[src/rtl/dds_multi_osc.sv]
// Time-multiplexed multi-channel DDS oscillator.
// One sample_tick starts a frame. The frame walks channels 0..NUM_CH-1 through a
// three-stage pipeline: fetch/phase update, waveform, then scale and accumulate.
// The saturated sum is then registered into mix_out_o.
// Ports:
//   clk_i, rst_active_high_i       : clock and asynchronous active-high reset
//   sample_tick_i                  : frame request, ignored while busy_o is high
//   cfg_we_i/cfg_ch_i/cfg_freq_i/
//   cfg_wave_i/cfg_amp_i           : per-channel config write (also clears that phase)
//   mix_out_o, mix_valid_o, busy_o : mixed sample, its update pulse, frame in progress
module dds_multi_osc #(
    parameter int unsigned NUM_CH      = 4,
    parameter int unsigned PHASE_WIDTH = 32,
    parameter int unsigned AMP_WIDTH   = 8
) (
    input  logic                                        clk_i,
    input  logic                                        rst_active_high_i,
    input  logic                                        sample_tick_i,
    input  logic                                        cfg_we_i,
    input  logic [(NUM_CH > 1 ? $clog2(NUM_CH) : 1)-1:0] cfg_ch_i,
    input  logic [PHASE_WIDTH-1:0]                      cfg_freq_i,
    input  logic [1:0]                                  cfg_wave_i,
    input  logic [AMP_WIDTH-1:0]                        cfg_amp_i,
    output logic signed [15:0]                          mix_out_o,
    output logic                                        mix_valid_o,
    output logic                                        busy_o
);

    localparam int unsigned ChW   = (NUM_CH > 1) ? $clog2(NUM_CH) : 1;
    localparam int unsigned AccW  = 16 + ChW + 1;
    localparam int unsigned ProdW = 17 + AMP_WIDTH;
    localparam logic [ChW-1:0]         LastCh = ChW'(NUM_CH - 1);
    localparam logic signed [AccW-1:0] SatHi  = AccW'(32767);
    localparam logic signed [AccW-1:0] SatLo  = AccW'(-32768);

    // 512-entry full-wave sine, amplitude 32767. The table is built at elaboration
    // from a Q30 Taylor series (through x^9) on the folded quarter wave.
    function automatic logic [16*512-1:0] gen_sine_rom();
        logic [16*512-1:0] rom;
        longint            x, x2, t, s, v;
        int                j;
        rom = '0;
        for (int k = 0; k < 512; k++) begin
            j = k % 256;
            if (j > 128) j = 256 - j;
            x  = longint'(j) * 64'sd13176795;   // 2*pi/512 in Q30
            x2 = (x * x) >>> 30;
            t  = 64'sd1073741824 - x2 / 64'sd72;
            t  = 64'sd1073741824 - ((x2 * t) >>> 30) / 64'sd42;
            t  = 64'sd1073741824 - ((x2 * t) >>> 30) / 64'sd20;
            t  = 64'sd1073741824 - ((x2 * t) >>> 30) / 64'sd6;
            s  = (x * t) >>> 30;
            v  = (s * 64'sd32767 + 64'sd536870912) >>> 30;
            if (k >= 256) v = -v;
            rom[k*16 +: 16] = v[15:0];
        end
        return rom;
    endfunction

    localparam logic [16*512-1:0] SineRom = gen_sine_rom();

    // Per-channel state
    logic [PHASE_WIDTH-1:0] phase_q [NUM_CH];
    logic [PHASE_WIDTH-1:0] freq_q  [NUM_CH];
    logic [1:0]             wave_q  [NUM_CH];
    logic [AMP_WIDTH-1:0]   amp_q   [NUM_CH];

    // Frame control and pipeline
    logic                   busy_q, run_q;
    logic [ChW-1:0]         ch_q;
    logic                   v1_q, last1_q, sine1_q;
    logic signed [15:0]     lut_q, nsv_q;
    logic [AMP_WIDTH-1:0]   amp1_q;
    logic                   v2_q, last2_q;
    logic signed [15:0]     s_q;
    logic signed [AccW-1:0] acc_q;
    logic signed [15:0]     mix_q;
    logic                   mix_valid_q;

    logic                   accept;
    logic [15:0]            p0;
    logic [14:0]            tri_u;
    logic signed [15:0]     lut_d, nsv_d, wave1;
    logic signed [ProdW-1:0] prod;
    logic signed [15:0]     s_d;
    logic signed [AccW-1:0] acc_d;
    logic signed [15:0]     sat_d;

    always_comb begin
        accept = sample_tick_i && !busy_q;
        p0     = phase_q[ch_q][PHASE_WIDTH-1 -: 16];
        tri_u  = p0[15] ? ~p0[14:0] : p0[14:0];
        lut_d  = SineRom[{p0[15:7], 4'b0000} +: 16];
        nsv_d  = '0;
        case (wave_q[ch_q])
            2'd1:    nsv_d = p0[15] ? 16'sh8000 : 16'sh7fff;
            2'd2:    nsv_d = p0 ^ 16'h8000;
            2'd3:    nsv_d = {tri_u, 1'b0} ^ 16'h8000;
            default: nsv_d = '0;
        endcase
        wave1 = sine1_q ? lut_q : nsv_q;
        prod  = ProdW'(wave1) * ProdW'($signed({1'b0, amp1_q}));
        s_d   = 16'(prod >>> AMP_WIDTH);
        acc_d = acc_q + AccW'(s_q);
        if (acc_d > SatHi) begin
            sat_d = 16'sh7fff;
        end else if (acc_d < SatLo) begin
            sat_d = 16'sh8000;
        end else begin
            sat_d = acc_d[15:0];
        end
    end

    always_ff @(posedge clk_i or posedge rst_active_high_i) begin
        if (rst_active_high_i) begin
            for (int k = 0; k < int'(NUM_CH); k++) begin
                phase_q[k] <= '0;
                freq_q[k]  <= '0;
                wave_q[k]  <= '0;
                amp_q[k]   <= '0;
            end
            busy_q      <= 1'b0;
            run_q       <= 1'b0;
            ch_q        <= '0;
            v1_q        <= 1'b0;
            last1_q     <= 1'b0;
            sine1_q     <= 1'b0;
            lut_q       <= '0;
            nsv_q       <= '0;
            amp1_q      <= '0;
            v2_q        <= 1'b0;
            last2_q     <= 1'b0;
            s_q         <= '0;
            acc_q       <= '0;
            mix_q       <= '0;
            mix_valid_q <= 1'b0;
        end else begin
            mix_valid_q <= 1'b0;

            // Stage 0: fetch channel ch_q, advance its phase
            if (accept) begin
                busy_q <= 1'b1;
                run_q  <= 1'b1;
                ch_q   <= '0;
                acc_q  <= '0;
            end else if (run_q) begin
                ch_q <= ch_q + 1'b1;
                if (ch_q == LastCh) run_q <= 1'b0;
            end
            if (run_q) phase_q[ch_q] <= phase_q[ch_q] + freq_q[ch_q];

            // A config write lands after the write-back, so it wins a collision
            if (cfg_we_i) begin
                phase_q[cfg_ch_i] <= '0;
                freq_q[cfg_ch_i]  <= cfg_freq_i;
                wave_q[cfg_ch_i]  <= cfg_wave_i;
                amp_q[cfg_ch_i]   <= cfg_amp_i;
            end

            // Stage 1: LUT read, other waveforms delayed to match
            v1_q    <= run_q;
            last1_q <= run_q && (ch_q == LastCh);
            sine1_q <= (wave_q[ch_q] == 2'd0);
            lut_q   <= lut_d;
            nsv_q   <= nsv_d;
            amp1_q  <= amp_q[ch_q];

            // Stage 2: amplitude scaling
            v2_q    <= v1_q;
            last2_q <= v1_q && last1_q;
            s_q     <= s_d;

            // Accumulate; the last channel closes the frame
            if (v2_q) begin
                acc_q <= acc_d;
                if (last2_q) begin
                    mix_q       <= sat_d;
                    mix_valid_q <= 1'b1;
                    busy_q      <= 1'b0;
                end
            end
        end
    end

    assign mix_out_o   = mix_q;
    assign mix_valid_o = mix_valid_q;
    assign busy_o      = busy_q;

endmodule

[config.mk]
export PLATFORM = sky130hd
export DESIGN_NAME = dds_multi_osc
export DESIGN_NICKNAME = d
export VERILOG_FILES = /design/src/rtl/dds_multi_osc.sv
export SDC_FILE = /design/constraint.sdc
export NUM_CORES = 2
export LEC_CHECK = 0
export ABC_AREA = 1
export CAP_MARGIN = 20
export CORE_MARGIN = 5
export CORE_UTILIZATION = 25
export CTS_BUF_LIST = sky130_fd_sc_hd__clkbuf_4 sky130_fd_sc_hd__clkbuf_8 sky130_fd_sc_hd__clkbuf_16
export DETAILED_ROUTE_END_ITERATION = 12
export PLACE_DENSITY = 0.42
export SLEW_MARGIN = 40
export SYNTH_ARGS = -nofsm -noshare
export SYNTH_HDL_FRONTEND = slang
export SYNTH_SLANG_ARGS = --single-unit
[constraint.sdc]
create_clock -name clk_i -period 38 [get_ports clk_i]
set_input_delay 7.6 -clock clk_i [delete_from_list [all_inputs] [get_ports clk_i]]
set_output_delay 7.6 -clock clk_i [all_outputs]
set_load 0.005 [all_outputs]
---- Word level (Yosys, flattened, before mapping) ----
Index checks and enable logic that the tools add are counted.
operators by class
  $add $sub $neg .......................... 3
  $mul .................................... 1
  div/mod/pow operators ................... 0
  $lt $le $gt $ge ......................... 6
  equality and inequality tests ........... 4
  shift operators ......................... 1
  multiplexer cells ....................... 44
  bitwise logic cells ..................... 7
  reduce and logical (&&, ||, !) cells .... 10
operators with widths
  cell                                                             count
  indexed part select 8192 x 14 -> 16 bit, first input constant    1
  bitwise mux 128 bit                                              2
  two-way mux 128 bit                                              2
  two-way mux 32 bit                                               6
  AND 128 bit                                                      1
  binary-select mux 32 bit (select 2 bit)                          2
  demux 32 bit (select 2 bit)                                      2
  inverter 128 bit                                                 1
  two-way mux 16 bit                                               4
  one-hot mux 16 bit (3 select lines)                              1
  two-way mux 19 bit                                               2
  adder 32 bit                                                     1
  bitwise mux 32 bit                                               1
  multiplier 16 x 9 -> 24 bit                                      1
  two-way mux 8 bit                                                3
  adder 19 x 16 -> 19 bit                                          1
  greater-than comparator 19 x 16 -> 1 bit, second input constant  1
  less-than comparator 19 x 16 -> 1 bit, second input constant     1
  binary-select mux 8 bit (select 2 bit)                           1
  demux 8 bit (select 2 bit)                                       1
  two-way mux 15 bit                                               1
  inverter 15 bit                                                  1
  two-way mux 2 bit                                                5
  bitwise mux 8 bit                                                1
  other kinds (15)                                                 33
storage, ports and cells
  register bits after elaboration ......... 397
  bits in latches ......................... 0
  RAM bits ................................ 0
  ROM bits ................................ 0
  output and inout port bits .............. 18
  memories ................................ 0

---- Longest topological paths before layout ----
  depth in word-level cells ............... 9
  depth in mapped cells ................... 25
  gate-level depth less buffers ........... 23

---- Least setup slack after synthesis ----
No wires, ideal clock.
  path kind ............................... in2reg
  start ................................... input cfg_ch_i[0] in the netlist's numbering
  end ..................................... register phase_q[80] in the netlist's numbering
  setup time .............................. 0.065 ns
  arrival time ............................ 8.533 ns
  required time ........................... 37.935 ns
  setup slack ............................. 29.402 ns
  stages .................................. 7
  buffers on the path ..................... 2
  path through ............................ inv_1 nor2_1 nand2_1 clkbuf_1 buf_1 o211ai_1 inv_1
between the ends
  cells in the longest elaborated chain, start to end .. 8
  elaborated cells between the ends (all ways) .. 9
  those cells by class .................... 2 x order compare; 3 x mux; 3 x bitwise; 1 x reduce/logical
RTL lines
  item                                                                                              RTL line  text
  from (decl)                                                                                       20        input logic [(NUM_CH > 1 ? $clog2(NUM_CH) : 1)-1:0] cfg_ch_i,
  inverter 2 -> 3 bit (implied by the code) (*)                                                     154       phase_q[cfg_ch_i] <= '0;
  >= comparator 3 bit (implied by the code) or less-than comparator 3 x 1 -> 1 bit (tied branches)  154
  logical AND 1 bit (implied by the code)                                                           154
  two-way mux 32 bit (implied by the code)                                                          154
  demux 32 bit (select 2 bit) (*)                                                                   154
  inverter 128 bit (no line) (*)                                                                    -
  AND 128 bit (no line) (*)                                                                         -
  two-way mux 128 bit (*)                                                                           153       if (cfg_we_i) begin
  to (signal, indexed assignment)                                                                   150       if (run_q) phase_q[ch_q] <= phase_q[ch_q] + freq_q[ch_q];
  to (decl)                                                                                         63        logic [PHASE_WIDTH-1:0] phase_q [NUM_CH];
Mark *: on every way between the ends. The rest lies on a longest branch, timed or not.
A chain may end at the register's enable or synchronous reset.

---- Final worst setup path ----
  start ................................... input cfg_we_i
  end ..................................... register phase_q[21] in the netlist's numbering
between the ends
  cells in the longest elaborated chain, start to end .. 1
RTL lines
  item                 RTL line  text
  from (decl)          19        input logic cfg_we_i,
  two-way mux 128 bit  153
No other way between the ends.

==> run metrics <==
top-count cell post-synth nand2_1; final worst slack 28.47 ns; critical path type input port to flop; Fin. Hold Viols 0; syn_area_per_cell 6.89 um^2; non-filler instance count after layout 6243; Syn Nets 4904; Main synth FF type dfrtp_1; setup repair after global routing missed its margin no; Setup violations, final 0; CP required 38.52 ns; via/cell ratio 5.12; # resized after CTS 0; Max Clock Freq 0.105 GHz; clk root buf clkbuf_16; Die Width 367 um; top cells by area, synth dfrtp_1 31%, nand2_1 15%, o21ai_0 7.9%; Final Critical Period 9.53 ns; Hold Crit Class flop to flop; 1st-iter DRT viols approximately 3500; clock slew at reported path FFs 0.06 ns; ANT nets after route 0; H-tree level count 2; drt first pass iters 6; number of global-route vias before repair between 30000 and 40000; Worst Setup Start Kind input port; total number of yosys warnings 0; Slew headroom approximately two fifths; Worst-Margin Slew 0.927 ns; vias 32000; Setup WS pre-CTS between 20 and 30 ns; Fin Setup TNS 0 ns; wire per inst around 22 um; clk buf depth 3; Post-synth top cells 1256 x nand2_1, 540 x inv_1, 503 x o21ai_0, 409 x nand3_1, 397 x dfrtp_1; Setup crit end kind flop; DRC errors left 0; status finished clean; CTS Hold Bufs 0; Post-synth EDFFs 0; Starting Density roughly 25%; Die Y 367 um; Fin Clk Skew about 0.033 ns; CTS tree yes; Final nets 4811; max_cap viols 0; Synth Register Bits 397; post-synth top area cell dfrtp_1; sequential fraction of the synthesis area 31.1%; I/O pin count 66; Worst-Skew Late Latency approximately 0.6 ns; Yosys top cell area share 31.1%; initial antenna violation count 4; row count 131; CTS buffer count 44; largest net degree at the start of global routing 128; post-synth cell types 56; core region area 0.127 mm^2; die footprint 0.135 mm^2; post-CTS setup buffers 0; gr usage total about 19%; first-pass GRT wire length 203000 um; CP arrival 10.05 ns; proportion of layout cells with a drive suffix above 1 5.79%; clk sinks 397; Final Cycle Share 25.1%; max-slew violations 0; fillers roughly 14000; IO Port Bufs between 60 and 70; Area Overhead vs Synth 10.8%; Routed WL roughly 130000 um; Final Wtd Congestion 1.02; Placed Cells 6156; Cell Area, Synth between 0.03 and 0.04 mm^2; HPWL after DPL 92400 um; crit-path max FO 66; grt total ovfl 0; Async SR Flop Fraction 100%; cell count after synthesis 4634
[final timing paths]
path / start / to / slack, ns / depth (start not counted)
worst min register to register: v1_q / v2_q / 0.38 / 0
worst max register to register: sine1_q / s_q[15] / 32.13 / 22
min in group asynchronous: rst_active_high_i / amp_q[6] / 7.50 / 2
worst max-delay path: cfg_we_i / phase_q[21] / 28.47 / 6
worst min-delay path: v1_q / v2_q / 0.38 / 0
max in group asynchronous: rst_active_high_i / lut_q[11] / 28.59 / 4
[layout make-up]
class | instances | area (um^2) | area share [%]
Clock buffer | 63 | 1310 | 3.71
Sequential cell | 397 | 9940 | 28.1
Antenna cell | 4 | 10.0 | 0.0283
Multi-Input combinational cell | 3436 | 18700 | 52.8
Timing Repair Buffer | 111 | 1060 | 2.99
Tap cell | 1662 | 2080 | 5.88
Clock inverter | 19 | 186 | 0.527
Inverter | 551 | 2090 | 5.92
[critical path, stage by stage]
cell	delay [ns]
clkdlybuf4s50_1	0.59
nand3_4	0.64
buf_4	0.72
o21ai_0	0.19
o21bai_1	0.20
inv_1	0.07
[through the flow]
step	hold WS, ns	area (um^2)	utilization [%]
2_1_floorplan	0.354	31900	-
3_3_place_gp	0.401	33800	26.6
3_5_place_dp	0.406	33800	26.6
4_1_cts	0.399	35300	27.8
5_1_grt	0.403	35400	27.8
6_report	0.382	35400	27.8
[registers in the layout, summed over array words and instances, names as in the netlist, 2 cells and up]
name       flops
amp1_q         8
amp_q         32
nsv_q         16
acc_q         19
freq_q       128
ch_q           2
lut_q         16
wave_q         8
mix_out_o     16
s_q           16
phase_q      128
[per-layer routing]
layer / part of all wire [%] / track usage, % / wire [um]
met5: 0 / 0 / 0
met4: 5.1 / 8.36 / 6870
met3: 7.5 / 3.18 / 10200
met2: 43 / 30.3 / 58500
met1: 44 / 26.5 / 59300
[placed cells by master, fill, tap and decap left out, types with 33 or more instances in the layout]
cell / n
nand2_1: 1250
inv_1: 533
o21ai_0: 500
nand3_1: 407
dfrtp_1: 395
nor2_1: 382
a21oi_1: 187
ha_1: 121
fa_1: 101
clkdlybuf4s50_1: 65
o211ai_1: 63
o22ai_1: 58
o21bai_1: 56
or2_2: 48
clkbuf_16: 44
buf_4: 41
nand4_1: 39
xor2_1: 33
[cell families (layout without fill, tap and decap cells)]
family	count (synthesis)	count (layout)	share of synthesized area [%]
compound gates	951	951	16.7
xor+xnor	51	51	1.40
fa+ha+maj	222	222	11.1
buf+inv	801	744	10.6
flops	397	397	31.1
other cells	0	4	0
simple gates	2212	2212	29.2
Power is not shown: default switching activity piles up to over one toggle a cycle in this logic, so the estimate is an artifact.
